## src/rtl/sprite_engine.sv

```systemverilog
// Multi-sprite overlay on the VGA x/y pixel path with two-stage hit/priority pipeline.
// Optional sticky overlap detection is built when SPRITE_COLLISION_EN is defined.
module sprite_engine #(
  parameter int unsigned NUM_SPRITES = 4,
  parameter int unsigned SPRITE_W    = 4,
  parameter int unsigned SPRITE_H    = 4,
  parameter int unsigned XW          = 8,
  parameter int unsigned YW          = 7,
  parameter logic [2:0]  BG_COLOR    = 3'b000,
  localparam int unsigned IW = (NUM_SPRITES > 1) ? $clog2(NUM_SPRITES) : 1,
  localparam int unsigned RW = (SPRITE_H > 1) ? $clog2(SPRITE_H) : 1
) (
  input  logic                VGA_CLK,
  input  logic                RESETN,
  input  logic                frame_start,
  input  logic [XW-1:0]       xvga,
  input  logic [YW-1:0]       yvga,
  input  logic                pix_valid,
  input  logic                wr_en,
  input  logic [1:0]          wr_sel,
  input  logic [IW-1:0]       wr_idx,
  input  logic [RW-1:0]       wr_row,
  input  logic [XW-1:0]       wr_x,
  input  logic [YW-1:0]       wr_y,
  input  logic [2:0]          wr_color,
  input  logic                wr_enable,
  input  logic [SPRITE_W-1:0] wr_mask,
  output logic [2:0]          pixel,
  output logic                pixel_hit,
  output logic                pixel_valid,
  output logic [IW-1:0]       pixel_id,
  output logic                collision
);

  localparam int unsigned CW = (SPRITE_W > 1) ? $clog2(SPRITE_W) : 1;

  logic [XW-1:0]       sh_x_q     [NUM_SPRITES];
  logic [YW-1:0]       sh_y_q     [NUM_SPRITES];
  logic [2:0]          sh_color_q [NUM_SPRITES];
  logic [NUM_SPRITES-1:0] sh_en_q;
  logic [SPRITE_W-1:0] sh_mask_q  [NUM_SPRITES][SPRITE_H];

  logic [XW-1:0]       lv_x_q     [NUM_SPRITES];
  logic [YW-1:0]       lv_y_q     [NUM_SPRITES];
  logic [2:0]          lv_color_q [NUM_SPRITES];
  logic [NUM_SPRITES-1:0] lv_en_q;
  logic [SPRITE_W-1:0] lv_mask_q  [NUM_SPRITES][SPRITE_H];

  logic [NUM_SPRITES-1:0] hit_d, hit_q;
  logic [2:0]          color1_q [NUM_SPRITES];
  logic                valid1_q;

  logic [2:0]          pixel_q;
  logic                pixel_hit_q, pixel_valid_q;
  logic [IW-1:0]       pixel_id_q;

  // Out-of-range index/row never matches a loop constant, so it writes nothing.
  always_ff @(posedge VGA_CLK or negedge RESETN) begin
    if (!RESETN) begin
      sh_en_q <= '0;
      for (int i = 0; i < NUM_SPRITES; i++) begin
        sh_x_q[i]     <= '0;
        sh_y_q[i]     <= '0;
        sh_color_q[i] <= '0;
        for (int r = 0; r < SPRITE_H; r++) sh_mask_q[i][r] <= '0;
      end
    end else if (wr_en) begin
      for (int i = 0; i < NUM_SPRITES; i++) begin
        if (wr_idx == IW'(i)) begin
          case (wr_sel)
            2'd0: begin
              sh_x_q[i] <= wr_x;
              sh_y_q[i] <= wr_y;
            end
            2'd1: begin
              sh_color_q[i] <= wr_color;
              sh_en_q[i]    <= wr_enable;
            end
            2'd2: begin
              for (int r = 0; r < SPRITE_H; r++) begin
                if (wr_row == RW'(r)) sh_mask_q[i][r] <= wr_mask;
              end
            end
            default: ;
          endcase
        end
      end
    end
  end

  always_ff @(posedge VGA_CLK or negedge RESETN) begin
    if (!RESETN) begin
      lv_en_q <= '0;
      for (int i = 0; i < NUM_SPRITES; i++) begin
        lv_x_q[i]     <= '0;
        lv_y_q[i]     <= '0;
        lv_color_q[i] <= '0;
        for (int r = 0; r < SPRITE_H; r++) lv_mask_q[i][r] <= '0;
      end
    end else if (frame_start) begin
      lv_en_q <= sh_en_q;
      for (int i = 0; i < NUM_SPRITES; i++) begin
        lv_x_q[i]     <= sh_x_q[i];
        lv_y_q[i]     <= sh_y_q[i];
        lv_color_q[i] <= sh_color_q[i];
        for (int r = 0; r < SPRITE_H; r++) lv_mask_q[i][r] <= sh_mask_q[i][r];
      end
    end
  end

  // The top bit of dx/dy is the borrow: scan position left of or above the sprite.
  for (genvar g = 0; g < NUM_SPRITES; g++) begin : g_hit
    logic [XW:0] dx;
    logic [YW:0] dy;
    logic        in_box;
    assign dx     = {1'b0, xvga} - {1'b0, lv_x_q[g]};
    assign dy     = {1'b0, yvga} - {1'b0, lv_y_q[g]};
    assign in_box = lv_en_q[g] && !dx[XW] && (dx < (XW+1)'(SPRITE_W))
                    && !dy[YW] && (dy < (YW+1)'(SPRITE_H));
    assign hit_d[g] = in_box && lv_mask_q[g][dy[RW-1:0]][dx[CW-1:0]];
  end

  // Colours travel with the hits so a commit never recolours an in-flight pixel.
  always_ff @(posedge VGA_CLK or negedge RESETN) begin
    if (!RESETN) begin
      hit_q    <= '0;
      valid1_q <= 1'b0;
      for (int i = 0; i < NUM_SPRITES; i++) color1_q[i] <= '0;
    end else begin
      hit_q    <= hit_d;
      valid1_q <= pix_valid;
      for (int i = 0; i < NUM_SPRITES; i++) color1_q[i] <= lv_color_q[i];
    end
  end

  logic          win_found;
  logic [IW-1:0] win_idx;
  logic [2:0]    win_color;

  always_comb begin
    win_found = 1'b0;
    win_idx   = '0;
    win_color = BG_COLOR;
    for (int i = NUM_SPRITES - 1; i >= 0; i--) begin
      if (hit_q[i]) begin
        win_found = 1'b1;
        win_idx   = IW'(i);
        win_color = color1_q[i];
      end
    end
  end

  always_ff @(posedge VGA_CLK or negedge RESETN) begin
    if (!RESETN) begin
      pixel_q       <= '0;
      pixel_hit_q   <= 1'b0;
      pixel_id_q    <= '0;
      pixel_valid_q <= 1'b0;
    end else begin
      pixel_valid_q <= valid1_q;
      if (valid1_q) begin
        pixel_q     <= win_color;
        pixel_hit_q <= win_found;
        pixel_id_q  <= win_idx;
      end else begin
        pixel_q     <= '0;
        pixel_hit_q <= 1'b0;
        pixel_id_q  <= '0;
      end
    end
  end

  assign pixel       = pixel_q;
  assign pixel_hit   = pixel_hit_q;
  assign pixel_valid = pixel_valid_q;
  assign pixel_id    = pixel_id_q;

`ifdef SPRITE_COLLISION_EN
  logic collision_q;
  logic multi_hit;

  // Clearing the lowest set bit leaves something only if two or more hits are set.
  assign multi_hit = |(hit_d & (hit_d - NUM_SPRITES'(1)));

  always_ff @(posedge VGA_CLK or negedge RESETN) begin
    if (!RESETN) begin
      collision_q <= 1'b0;
    end else if (frame_start) begin
      collision_q <= 1'b0;
    end else if (pix_valid && multi_hit) begin
      collision_q <= 1'b1;
    end
  end

  assign collision = collision_q;
`else
  assign collision = 1'b0;
`endif

endmodule

```

## config.mk

```make
export PLATFORM = sky130hd
export DESIGN_NAME = sprite_engine
export DESIGN_NICKNAME = d
export VERILOG_FILES = /design/src/rtl/sprite_engine.sv
export SDC_FILE = /design/constraint.sdc
export NUM_CORES = 1
export LEC_CHECK = 0
export CAP_MARGIN = 20
export CORE_ASPECT_RATIO = 0.8
export CORE_MARGIN = 4
export CORE_UTILIZATION = 43
export CTS_CLUSTER_SIZE = 24
export DETAILED_ROUTE_END_ITERATION = 8
export DONT_BUFFER_PORTS = 1
export PLACE_DENSITY = 0.66
export SYNTH_ARGS = -nofsm -noshare
export SYNTH_HDL_FRONTEND = slang
export SYNTH_SLANG_ARGS = --single-unit
```

## constraint.sdc

```tcl
create_clock -name VGA_CLK -period 3.6 [get_ports VGA_CLK]
set_clock_uncertainty 0.05 [all_clocks]
set_input_delay 0.18 -clock VGA_CLK [delete_from_list [all_inputs] [get_ports VGA_CLK]]
set_output_delay 0.18 -clock VGA_CLK [all_outputs]
set_load 0.005 [all_outputs]
```

==> results.md <==
### Synthesis
- largest family of logic cells by synthesized area: multiplexers
- dominant cell by count in the synthesized netlist: sky130_fd_sc_hd__dfrtp_1
- count of distinct cell types in the synthesized netlist: 56
- Yosys top cell by area: sky130_fd_sc_hd__dfrtp_1
- mean instance size in the synthesized netlist: 12.5 µm²
- adder-cell share of the synthesized area: 6.77%
- Syn Std Cell Area: 14,200 µm²
- most common library cells after synthesis: sky130_fd_sc_hd__dfrtp_1, sky130_fd_sc_hd__mux2_2, sky130_fd_sc_hd__inv_1
- Compound-Gate Fraction of Synth Area: 7.63%
- post-synth top area share: 53.6%
- most common flop cell mapped by yosys: sky130_fd_sc_hd__dfrtp_1
- register area share after synthesis: 53.6%
- count of flip-flops with a built-in enable after synthesis: 0
- gate count of the mapped netlist: 1,137
- fraction of synthesized cell area in xor and xnor cells: 0.925%
- Syn. warnings: 0
- multiplexer fraction of the synthesized cell area: 21.4%
- Simple-Gate Fraction of Synth Area: 6.48%
- net count of the mapped netlist: 1,258
- share of flip-flops with an asynchronous set or reset after synthesis: 100%
- most area-consuming cells after synthesis: sky130_fd_sc_hd__dfrtp_1, sky130_fd_sc_hd__mux2_2, sky130_fd_sc_hd__ha_1, sky130_fd_sc_hd__o21ai_0, sky130_fd_sc_hd__mux4_2
- FF+latch count, synth: 304

### Cells and area
- area of the multi-input gates: 6140 µm²
- final core area utilization: 49.3%
- number of nets in the final layout: 1,298
- Synth-to-Final Area Change: 13.0%
- Storage cell area: 7610 µm²
- Fill cells: 2,817
- proportion of layout cells with a drive suffix above 1: 25.2%

### Detailed routing
- wl on met1: 16,000 µm
- count of vias placed by the detailed router: 8,943
- highest routing layer actually used: met5
- final wirelength: 32,400 µm
- Avg Vias per Cell: 5.50
- final antenna-violating net count: 0
- DR iter-0 viols: 848
- total met2 wirelength after detailed routing: 14,000 µm
- routed length on met3: 1860 µm
- first drt pass iteration count: 7
- Remaining DRCs: 0
- average routed wire per standard cell: 19.9 µm

### Clock tree
- TritonCTS clock tree: built
- number of clock buffers inserted by TritonCTS: 29
- Worst-path clk slew: 0.07 ns
- maximum clock insertion buffer count: 3
- count of hold buffers inserted by post-cts repair: 43
- CTS root buf: sky130_fd_sc_hd__clkbuf_16
- H-tree depth reported by CTS: 1
- later-pin clock latency in the skew report: 0.57 ns
- number of clock sinks: 304

### Outcome
- outcome: finished, violations left
- failing checks: negative hold slack

### Worst setup path
- CP max stage cell: sky130_fd_sc_hd__nor4_1
- kind of start point of the critical path: register
- Crit Path Category: register to register
- crit-path cells: ha_1, fa_1, xor2_1, o2111ai_1, nor4_1, nand4_1, nor4_1, dlygate4sd3_1
- cell type group with the largest total delay on the critical path: simple AND/OR/NAND/NOR gates
- maximum fanout encountered on the critical timing path: 3
- Worst Path Arrival: 3.69 ns
- capturing element type of the critical path: register
- cell repeated most along the worst path: sky130_fd_sc_hd__nor4_1
- required time of the worst setup path: 4.06 ns
- largest incremental delay on the critical path: 0.59 ns
- CP Buf/Inv Count: 1

### Pwr
- power density of the placed cells: 600 nW/µm²
- largest voltage drop on the vdd net: 408 µV
- leakage component of the power: 7.36 nW

### Die
- Die Ht: 171 µm
- die outline area: 36,000 µm²
- boundary pin count: 57
- Core Area: 32,600 µm²
- starting density of the core: 43.6%
- Placement Rows: 59
- Chip Width: 211 µm

### Timing
- hold slack final: -0.732 ns
- final critical path time including I/O delays and setup: 3.22 ns
- Slew headroom: 31.4%
- transition at the pin with the smallest max-transition slack: 1.03 ns
- sum of negative setup slack: 0 ns
- final number of hold-violating endpoints: 304
- crit share post-route: 89.6%
- unrepaired setup endpoints after global routing: false
- number of endpoints failing setup at the final stage: 0
- count of final max-slew check failures: 0
- Max Clk Rate: 310 MHz

### Placement
- HPWL after detailed placement: 21,700 µm
- placer congestion estimate: 0.851
- Port Buf Inserts: 0

### Global routing
- antenna violations before repair: 4
- first-pass GRT wire length: 52,000 µm
- maximum number of pins on one net before global-route repair: 305
- number of global-route vias before repair: 9,047
- GR Overflow Total: 0
- overall fraction of global-route tracks in use: 18.2%

### Min path
- kind of path behind the tightest hold check: input pin to asynchronous set/reset pin

### Run
- number of max-cap violations: 0

-- worst reg2reg max path, delay by kind of cell (launching register included) --
kind | cells | cell delay (ns)
and+or+nand+nor | 3 | 0.99
adders and majority gates | 2 | 0.62
buffers and inverters | 1 | 0.57
DFF | 1 | 0.40
xor gates and xnor gates | 1 | 0.37
AOI/OAI and AO/OA | 1 | 0.18
-- worst paths after layout --
| path | startpoint | to | slack, ns | depth (start not counted) |
|---|---|---|---|---|
| min | RESETN | color1_q[11]$_DFF_PN0_ | -0.73 | 0 |
| min in group VGA_CLK | wr_sel[0] | sh_mask_q[60]$_DFFE_PN0P_ | 0.03 | 3 |
| max in group asynchronous | RESETN | sh_x_q[20]$_DFFE_PN0P_ | 3.85 | 0 |
| max | lv_x_q[0]$_DFFE_PN0P_ | hit_q[3]$_DFF_PN0_ | 0.38 | 8 |
| min reg2reg | lv_color_q[9]$_DFFE_PN0P_ | color1_q[9]$_DFF_PN0_ | 0.32 | 0 |
| max reg2reg | lv_x_q[0]$_DFFE_PN0P_ | hit_q[3]$_DFF_PN0_ | 0.38 | 8 |
-- what timing repair did --
action	in CTS	in global routing
setup buffers	0	0
endpoints found under the hold margin	589	304
endpoints found under the setup margin	0	0
resized for setup	0	0
-- final cells by class --
class	instances	area share, %
Inverter	84	1.97
Clock buffer	41	5.24
Timing Repair Buffer	44	2.84
Multi-Input combinational cell	714	38.3
Sequential cell	304	47.4
Clock inverter	11	0.881
Tap cell	427	3.33
Antenna cell	1	0.0156
-- logic make-up (layout without fill, tap and decap cells) --
family / after synthesis / after routing
AND/OR/NAND/NOR: 192 / 192
adder cells (fa/ha/maj): 72 / 72
XOR/XNOR: 15 / 15
flip-flops: 304 / 304
AO/OA/AOI/OAI: 178 / 178
buffers and inverters: 119 / 180
other: 1 / 2
multiplexers: 256 / 256
-- flip-flops by register name, indices dropped and copies added (netlist names), 3 cells and up --
signal / flops
pixel: 3
sh_mask_q: 64
sh_en_q: 4
lv_color_q: 12
color1_q: 12
lv_en_q: 4
lv_mask_q: 64
sh_x_q: 32
lv_y_q: 28
lv_x_q: 32
hit_q: 4
sh_y_q: 28
sh_color_q: 12
-- per-stage QoR --
| stage | hold slack [ns] | instances | worst slack (ns) | cell area, µm² | power, mW |
|---|---|---|---|---|---|
| 5_1_grt | -0.764 | 1625 | 0.242 | 16000 | 10.2 |
| 6_report | -0.732 | 1626 | 0.375 | 16000 | 9.63 |
| 3_5_place_dp | -0.149 | 1530 | 0.711 | 14600 | 6.42 |
| 2_1_floorplan | -0.166 | 1137 | 1.01 | 14200 | 5.89 |
| 4_1_cts | -0.754 | 1625 | 0.466 | 16000 | 9.70 |
| 3_3_place_gp | -0.147 | 1530 | 0.818 | 14600 | 6.33 |
-- per-layer routing --
metal	track usage [%]	vias to the layer above
met2	27.0	190
met1	27.8	4581
li1	-	4117
met3	3.92	49
met5	0	-
met4	3.30	6
-- layout by cell type, fill, tap and decap left out, types with 14 or more instances in the layout --
master and count:
sky130_fd_sc_hd__dlygate4sd3_1 42, sky130_fd_sc_hd__mux4_2 15, sky130_fd_sc_hd__nand2_1 74, sky130_fd_sc_hd__o21ai_0 78
sky130_fd_sc_hd__nor2_1 40, sky130_fd_sc_hd__dfrtp_1 304, sky130_fd_sc_hd__clkbuf_16 29, sky130_fd_sc_hd__inv_1 84
sky130_fd_sc_hd__nor3_1 14, sky130_fd_sc_hd__nor2b_1 16, sky130_fd_sc_hd__mux2_2 233, sky130_fd_sc_hd__ha_1 64
sky130_fd_sc_hd__a21oi_1 32
-- power by group --
group          switching, mW  leakage (nW)  internal, mW
Combinational           1.07          2.97          1.07
Sequential             0.305          3.90          4.05
Clock                   1.30         0.488          1.84
Total                   2.67          7.36          6.96
Power figures use the tool's default switching activity.
